**src/rtl/turnstile_fare_ctrl.sv**
```systemverilog
// Fare-collecting turnstile controller.
// Coins build credit until FARE is reached. The gate then unlocks for one
// passage and relocks on a push or when the unlock timeout expires. Credit
// left over after a push carries forward to the next passage. A passage
// counter tracks completed passages. Every output is driven from a register.
// Optional build macro TURNSTILE_ALARM_EN adds a sticky o_alarm output. It
// is set by a push while the gate is locked.
module turnstile_fare_ctrl #(
  parameter int FARE     = 3,
  parameter int CREDIT_W = 4,
  parameter int TIMEOUT  = 100,
  parameter int CNT_W    = 16
) (
  input  logic                i_clk,
  input  logic                i_reset_n,
  input  logic                i_coin,
  input  logic                i_push,
  input  logic                i_clear_count,
  output logic                o_locked,
  output logic [CREDIT_W-1:0] o_credit,
  output logic [CNT_W-1:0]    o_pass_count,
  output logic                o_refund,
  output logic                o_timeout
`ifdef TURNSTILE_ALARM_EN
  ,
  output logic                o_alarm
`endif
);

  localparam int unsigned TW = $clog2(TIMEOUT + 1);
  localparam logic [CREDIT_W-1:0] FARE_C     = CREDIT_W'(FARE);
  localparam logic [CREDIT_W-1:0] CRED_MAX   = '1;
  localparam logic [TW-1:0]       TIMER_LAST = TW'(TIMEOUT - 1);

  typedef enum logic {LOCKED = 1'b0, UNLOCKED = 1'b1} state_t;

  state_t              r_state;
  logic                r_locked;
  logic [CREDIT_W-1:0] r_credit;
  logic [CNT_W-1:0]    r_pass_count;
  logic [TW-1:0]       r_timer;
  logic                r_refund;
  logic                r_timeout;

  logic                w_sat;
  logic [CREDIT_W-1:0] w_cinc;
  logic [CREDIT_W-1:0] w_cnext;
  logic                w_pass;

  // Credit arithmetic: the incremented value, and the saturating
  // credit-plus-coin value used while unlocked.
  always_comb begin
    w_cinc  = r_credit + {{(CREDIT_W-1){1'b0}}, 1'b1};
    w_sat   = i_coin && (r_credit == CRED_MAX);
    w_cnext = r_credit;
    if (i_coin && !w_sat) begin
      w_cnext = w_cinc;
    end
    w_pass  = (r_state == UNLOCKED) && i_push;
  end

  // Gate FSM together with its credit, timer and pulse registers.
  always_ff @(posedge i_clk or negedge i_reset_n) begin
    if (!i_reset_n) begin
      r_state   <= LOCKED;
      r_locked  <= 1'b1;
      r_credit  <= '0;
      r_timer   <= '0;
      r_refund  <= 1'b0;
      r_timeout <= 1'b0;
    end else begin
      r_refund  <= 1'b0;
      r_timeout <= 1'b0;
      case (r_state)
        LOCKED: begin
          // Credit stays below FARE here, so the increment cannot wrap.
          if (i_coin) begin
            if (w_cinc == FARE_C) begin
              r_state  <= UNLOCKED;
              r_locked <= 1'b0;
              r_credit <= '0;
              r_timer  <= '0;
            end else begin
              r_credit <= w_cinc;
            end
          end
        end
        UNLOCKED: begin
          r_refund <= w_sat;
          if (i_push) begin
            if (w_cnext >= FARE_C) begin
              r_credit <= w_cnext - FARE_C;
              r_timer  <= '0;
            end else begin
              r_state  <= LOCKED;
              r_locked <= 1'b1;
              r_credit <= w_cnext;
            end
          end else if (r_timer == TIMER_LAST) begin
            r_state   <= LOCKED;
            r_locked  <= 1'b1;
            r_credit  <= '0;
            r_timeout <= 1'b1;
          end else begin
            r_timer  <= r_timer + TW'(1);
            r_credit <= w_cnext;
          end
        end
        default: begin
          r_state  <= LOCKED;
          r_locked <= 1'b1;
        end
      endcase
    end
  end

  // Passage counter: a clear takes priority over an increment in the same cycle.
  always_ff @(posedge i_clk or negedge i_reset_n) begin
    if (!i_reset_n) begin
      r_pass_count <= '0;
    end else if (i_clear_count) begin
      r_pass_count <= '0;
    end else if (w_pass) begin
      r_pass_count <= r_pass_count + CNT_W'(1);
    end
  end

`ifdef TURNSTILE_ALARM_EN
  logic r_alarm;

  // Sticky alarm: set by a push while locked, cleared together with the counter.
  always_ff @(posedge i_clk or negedge i_reset_n) begin
    if (!i_reset_n) begin
      r_alarm <= 1'b0;
    end else if (i_clear_count) begin
      r_alarm <= 1'b0;
    end else if ((r_state == LOCKED) && i_push) begin
      r_alarm <= 1'b1;
    end
  end

  assign o_alarm = r_alarm;
`endif

  assign o_locked     = r_locked;
  assign o_credit     = r_credit;
  assign o_pass_count = r_pass_count;
  assign o_refund     = r_refund;
  assign o_timeout    = r_timeout;

endmodule
```
**config.mk**
```make
export PLATFORM = sky130hd
export DESIGN_NAME = turnstile_fare_ctrl
export DESIGN_NICKNAME = d
export VERILOG_FILES = /design/src/rtl/turnstile_fare_ctrl.sv
export SDC_FILE = /design/constraint.sdc
export NUM_CORES = 1
export LEC_CHECK = 0
export ABC_CLOCK_PERIOD_IN_PS = 3770
export CELL_PAD_IN_SITES_DETAIL_PLACEMENT = 1
export CELL_PAD_IN_SITES_GLOBAL_PLACEMENT = 1
export CORE_UTILIZATION = 50
export CTS_BUF_LIST = sky130_fd_sc_hd__clkbuf_4 sky130_fd_sc_hd__clkbuf_8 sky130_fd_sc_hd__clkbuf_16
export DETAILED_ROUTE_END_ITERATION = 6
export DONT_BUFFER_PORTS = 1
export PLACE_DENSITY = 0.88
export SLEW_MARGIN = 20
export SYNTH_ARGS = -nofsm -noshare
export SYNTH_HDL_FRONTEND = slang
export SYNTH_SLANG_ARGS = --single-unit
```
**constraint.sdc**
```tcl
create_clock -name i_clk -period 3.77 [get_ports i_clk]
set_input_delay 0.9425 -clock i_clk [delete_from_list [all_inputs] [get_ports i_clk]]
set_output_delay 0.9425 -clock i_clk [all_outputs]
set_load 0.005 [all_outputs]
```
* Word-level counts from Yosys, hierarchy flattened *
Index checks and enable logic that the tools add are counted.

word-level totals
  bits in registers = 31
  input port bits = 5
  output and inout bits = 23
  word-level logic and storage cells = 60

cells by class
  magnitude comparators = 1
  reduce and logical (&&, ||, !) cells = 7
  equality and inequality tests = 9
  add/sub/neg operators = 4
  muxes and demuxes = 31
  bitwise operators = 1

operators with widths
  operator                 count
  $mux W7                  5
  $mux W16                 2
  $mux W4                  6
  $add A16 B1 Y16 const B  1
  $mux W1                  14
  $pmux W7 S2              1
  $pmux W4 S2              1
  $reduce_and A4 Y1        2
  $add A7 B1 Y7 const B    1
  $eq A7 B7 Y1 const B     1
  $ne A3 B2 Y1 const B     2
  $ne A3 B3 Y1 const B     2
  $add A4 B1 Y4 const B    1
  $eq A4 B2 Y1 const B     1
  $eq A4 B4 Y1 const B     1
  $ge A4 B2 Y1 const B     1
  $ne A2 B2 Y1 const B     2
  $pmux W1 S2              2
  $sub A4 B2 Y4 const B    1
  $logic_and A1 B1 Y1      3
  $reduce_bool A2 Y1       1
  $logic_not A1 Y1         1
  $not A1 Y1               1

* Depth between registers and ports, before layout *
  word-level depth = 9
  mapped depth = 8
  gate-level depth less buffers = 7

* Least setup slack after synthesis *
No wires, ideal clock.

  path type = register to register
  from = register r_credit[0] (netlist: o_credit[0])
  to = register r_locked (netlist: o_locked)
  period minus slack after synthesis = 2.210 ns
  setup time = 0.079 ns
  path buffers = 1
  slack = 1.560 ns
  data required time = 3.691 ns
  data arrival time = 2.131 ns
  cell stages (with the launch flop) = 9
  path through = dfrtp_1 -> buf_2 -> inv_1 -> ha_1 -> or3b_1 -> o21ai_2 -> nor3_1 -> or3_1 -> a22o_1

on the way
  word-level cells in the longest chain between the ends = 8
  elaborated cells on any way between the ends = 11
  classes of those cells = add/sub: 1; order compare: 1; eq/ne: 4; mux: 1; reduce/logical: 4

RTL lines
  item                                                                   RTL line  text
  from (decl)                                                            39        logic [CREDIT_W-1:0] r_credit;
  from (signal assigned)                                                 84        r_credit <= w_cinc;
  from (signal assigned)                                                 92        r_credit <= w_cnext - FARE_C;
  from (signal assigned)                                                 97        r_credit <= w_cnext;
  parallel branches: the longest is 7 deep, another holds $add A4 B1 Y4  -
  $reduce_and A4 Y1 (no line) (*)                                        -
  to (signal assigned)                                                   66        r_locked <= 1'b1;
  to (signal assigned)                                                   96        r_locked <= 1'b1;
  to (signal assigned)                                                   101       r_locked <= 1'b1;
  to (decl)                                                              38        logic r_locked;

Mark *: on every way between the ends.
A chain may end at the register's enable or synchronous reset.

* Worst setup path after layout *
  from = register r_credit[0] (netlist: o_credit[0])
  to = register r_timer[4]

on the way
  word-level cells in the longest chain between the ends = 8
  elaborated cells on any way between the ends = 11
  classes of those cells = add/sub: 1; order compare: 1; eq/ne: 4; mux: 1; reduce/logical: 4

RTL lines
  item                                                                   RTL line  text
  parallel branches: the longest is 7 deep, another holds $add A4 B1 Y4  -
  $reduce_and A4 Y1 (no line) (*)                                        -
  to (signal assigned)                                                   105       r_timer <= r_timer + TW'(1);
  to (decl)                                                              41        logic [TW-1:0] r_timer;

Marks and branches as above.

==> impl.org <==
** Routing
- Wires add up to 4180 um.
- Wire length on met3 :: 199 um
- Detailed-routing iteration count for the pre-antenna-repair pass :: 4
- The final route contains 1,512 vias.
- For this block, wires on met1 add up to 1820 um.
- Highest metal layer with signal wires :: met4
- For this block, the initial DRC count from the detailed router was 118.
- Dividing the detail-routed wire length by the instance count gives 16.7 um.
- Detail Route Antenna Nets :: 0
- Met2 WL :: 2110 um
- Number of remaining DRC errors :: 0
- Post-DR vias/cell :: 6.05

** Logic synthesis
- The synthesized netlist occupies a cell area of 1810 sq um.
- For this run, the leading register cell type out of synthesis is dfrtp_1.
- The average instance in the mapped netlist occupies 8.72 sq um.
- Largest cells by area after synthesis :: dfrtp_1 41%, nor2_1 5.2%, nand2_1 4.1%
- The share of the Yosys chip area taken by registers is 42.8%.
- The synthesized design devotes to its leading area cell type 41.4% of total area.
- During synthesis, Yosys emitted a total of 0 warnings.
- After synthesis the netlist holds a flip-flop and latch count of 31.
- Number of distinct standard cells referenced by the synthesized netlist :: 46
- The synthesized design contains 0 enable-type register cells.
- Post-synthesis net count :: 217
- After synthesis, the share of flip-flops with an asynchronous set or reset is 100%.
- Synthesized instance count :: 208
- Cell type contributing the most total cell area after synthesis :: dfrtp_1

** Clock network
- CTS saw 31 sinks.
- Clock-pin slew of the registers on the worst-case setup and hold paths :: 0.11 ns
- Counting the buffers created by CTS gives 5.
- Once the clock tree was built, the setup fixing pass inserted 0 buffers.
- The clock reaches the later pin of the worst-skew pair after 0.34 ns.
- Clock tree from TritonCTS :: yes
- Longest Clk Path Bufs :: 2
- The tree is rooted in a clkbuf_4.
- Number of buffers inserted for hold repair after clock tree synthesis :: 0
- Once the clock tree was built, the resizer swapped 0 gates to a different size.
- The H-tree was split into 2 levels.

** Timing
- On the final layout, the worst clock skew is 0.0139 ns.
- Of the available clock period, the critical path in the final layout requires 66.4%.
- At the pin with the least slew margin, the transition time is 0.686 ns.
- Unrepaired setup endpoints after global routing :: no
- The total count of max-transition violations in the final report is 0.
- Total Negative Setup Slacks :: 0 ns
- Once routing completed, OpenROAD measured the worst setup slack at 1.27 ns.
- Highest achievable clock rate :: 399 MHz
- WHS :: 0.279 ns
- Final setup violation count :: 0
- Headroom to the max-slew limit :: 53.8%
- Final min period :: 2.50 ns
- Final Hold Viols :: 0

** Global route
- For this run the aggregate overflow at the end of global routing stands at 0.
- The via count of the first global-routing pass came to 1,568.
- The first global-routing pass estimated 7350 um of wire.
- Global routing used 23.8% of the available tracks.
- Number of antenna violations at the first check in global routing :: 0
- Maximum number of pins on one net before global-route repair :: 32

** Final layout
- Share of post-route cells with drive strength above 1 :: 6.86%
- The finished cells cover 1880 sq um.
- Area added between synthesis and finish :: 3.45%
- Final core occ :: 54.9%
- The number of antenna diodes in the final layout is 0.
- Nets@finish :: 213
- Number of non-filler instances in the completed layout :: 250

** Hold path
- The min-delay analysis places its worst path in the category input pin to asynchronous set/reset pin.

** Die
- Chip Height :: 62.2 um
- Row generation in the floorplan step produced 21 rows.
- Die width :: 62.2 um
- Core Area :: 3420 sq um
- Starting utilization of the core area :: 53.1%
- Die footprint :: 3870 sq um
- For this design the top-level I/O count stands at 28.

** Worst setup path
- Arrival @ worst endpoint :: 2.70 ns
- The critical path starts at o_credit[0]$_DFFE_PN0N_.
- Worst Reg-to-Reg Cells :: 6
- STA classifies the critical path startpoint as a register.
- STA puts the critical path data required time at 3.96 ns.
- Reg2Reg Launch Point :: o_credit[0]$_DFFE_PN0N_
- Worst Path Class, Setup :: register to register
- R2R setup slack :: 1.27 ns
- Critical Path End :: r_timer[4]$_DFFE_PN0P_
- Along the worst path, the maximum fanout reaches 13.
- STA classifies the critical path endpoint as a register.
- The endpoint identified for the worst register-to-register timing path is r_timer[4]$_DFFE_PN0P_.

** Power and ir drop
- Total power of the final layout :: 1.12 mW
- Summed over all cells, the static leakage comes to 0.794 nW.
- Peak supply drop :: 224 uV
- Total power density per cell area :: 595 nW/um^2

** Job
- The tool flagged a number of max-cap violations equal to 0.

** Placed design
- The congestion estimate from routability-driven global placement came to 0.832.
- Placement-stage cell area :: 1820 sq um
- Once placement completed, the tool counted placed cells totaling 243.
- Timing analysis after detailed placement gives a worst setup slack of 1.29 ns.
- Summed over all nets, the half-perimeter wirelength after detailed placement is 3050 um.
- Number of input and output port buffers inserted :: 0

** Status
- Result of the run :: finished clean
==> flip-flops by register name, indices dropped and copies added (netlist names) <==
signal / count
o_timeout: 1
o_locked: 1
o_credit: 4
o_refund: 1
r_timer: 7
o_pass_count: 16
r_state: 1
==> Yosys cell counts (2+ instances only) <==
cell type / n
a21o_1: 2
a21oi_1: 11
a31oi_1: 4
and3_1: 8
buf_2: 5
clkbuf_1: 4
dfrtp_1: 30
ha_1: 4
inv_1: 10
mux2i_1: 2
nand2_1: 20
nand2b_1: 2
nand3_1: 15
nand4_1: 3
nor2_1: 25
nor2b_1: 3
nor3_1: 9
nor4_1: 2
o21ai_0: 5
o32a_1: 2
or3_1: 3
xnor2_1: 8
xor2_1: 8
==> power breakdown <==
part / leakage (nW) / switching, mW / total [mW] / internal, mW
Combinational: 0.340 / 0.224 / 0.396 / 0.172
Clock: 0.0341 / 0.116 / 0.202 / 0.0863
Sequential: 0.420 / 0.121 / 0.518 / 0.397
Total: 0.794 / 0.461 / 1.12 / 0.655
==> kinds of logic (layout without fill, tap and decap cells) <==
family                     after synthesis  in the layout  share of synthesized area, %
muxes                                    2              2                          1.10
and+or+nand+nor                         95             95                          25.6
buffers and inverters                   21             17                          4.90
xor gates and xnor gates                16             16                          7.72
adders and majority gates                4              4                          2.76
AOI/OAI and AO/OA                       39             39                          15.1
DFF                                     31             31                          42.8
==> worst max-delay path, cell delays in order, from the launching register on <==
cell and delay (ns):
dfrtp_1 0.61, ha_1 0.42, a21oi_1 0.17, a22oi_1 0.44, nor3_1 0.14, o32ai_2 0.37
o221ai_1 0.19
==> routing by layer <==
metal	vias up	track usage [%]
met3	7	6.80
met4	0	8.43
met1	752	28.0
met5	-	0
met2	36	41.1
li1	717	-
==> worst min path at each step <==
stage                            from                 endpoint  slack (ns)  cells past startpoint
2_1_floorplan  r_timer[6]$_DFFE_PN0P_   r_timer[6]$_DFFE_PN0P_        0.45                      1
3_3_place_gp   r_timer[6]$_DFFE_PN0P_   r_timer[6]$_DFFE_PN0P_        0.46                      1
3_5_place_dp   r_timer[6]$_DFFE_PN0P_   r_timer[6]$_DFFE_PN0P_        0.48                      1
4_1_cts                     i_reset_n  o_credit[1]$_DFFE_PN0N_        0.28                      0
5_1_grt                     i_reset_n  o_credit[1]$_DFFE_PN0N_        0.26                      0
6_report                    i_reset_n  o_credit[1]$_DFFE_PN0N_        0.28                      0
==> cells in the final DEF, fill, tap and decap left out, types with 8 or more instances in the layout <==
cell,count
dfrtp_1,30
nor2_1,25
nand2_1,20
nand3_1,15
a21oi_1,11
inv_1,10
nor3_1,9
and3_1,8
xnor2_1,8
xor2_1,8
==> cell type report <==
cell class                      count  area [sq um]
Fill cell                         418          1540
Multi-Input combinational cell    156           948
Sequential cell                    31           777
Tap cell                           46          57.6
Clock buffer                        6          51.3
Inverter                           10          37.5
Clock inverter                      1          5.00
Power figures use the tool's default switching activity.
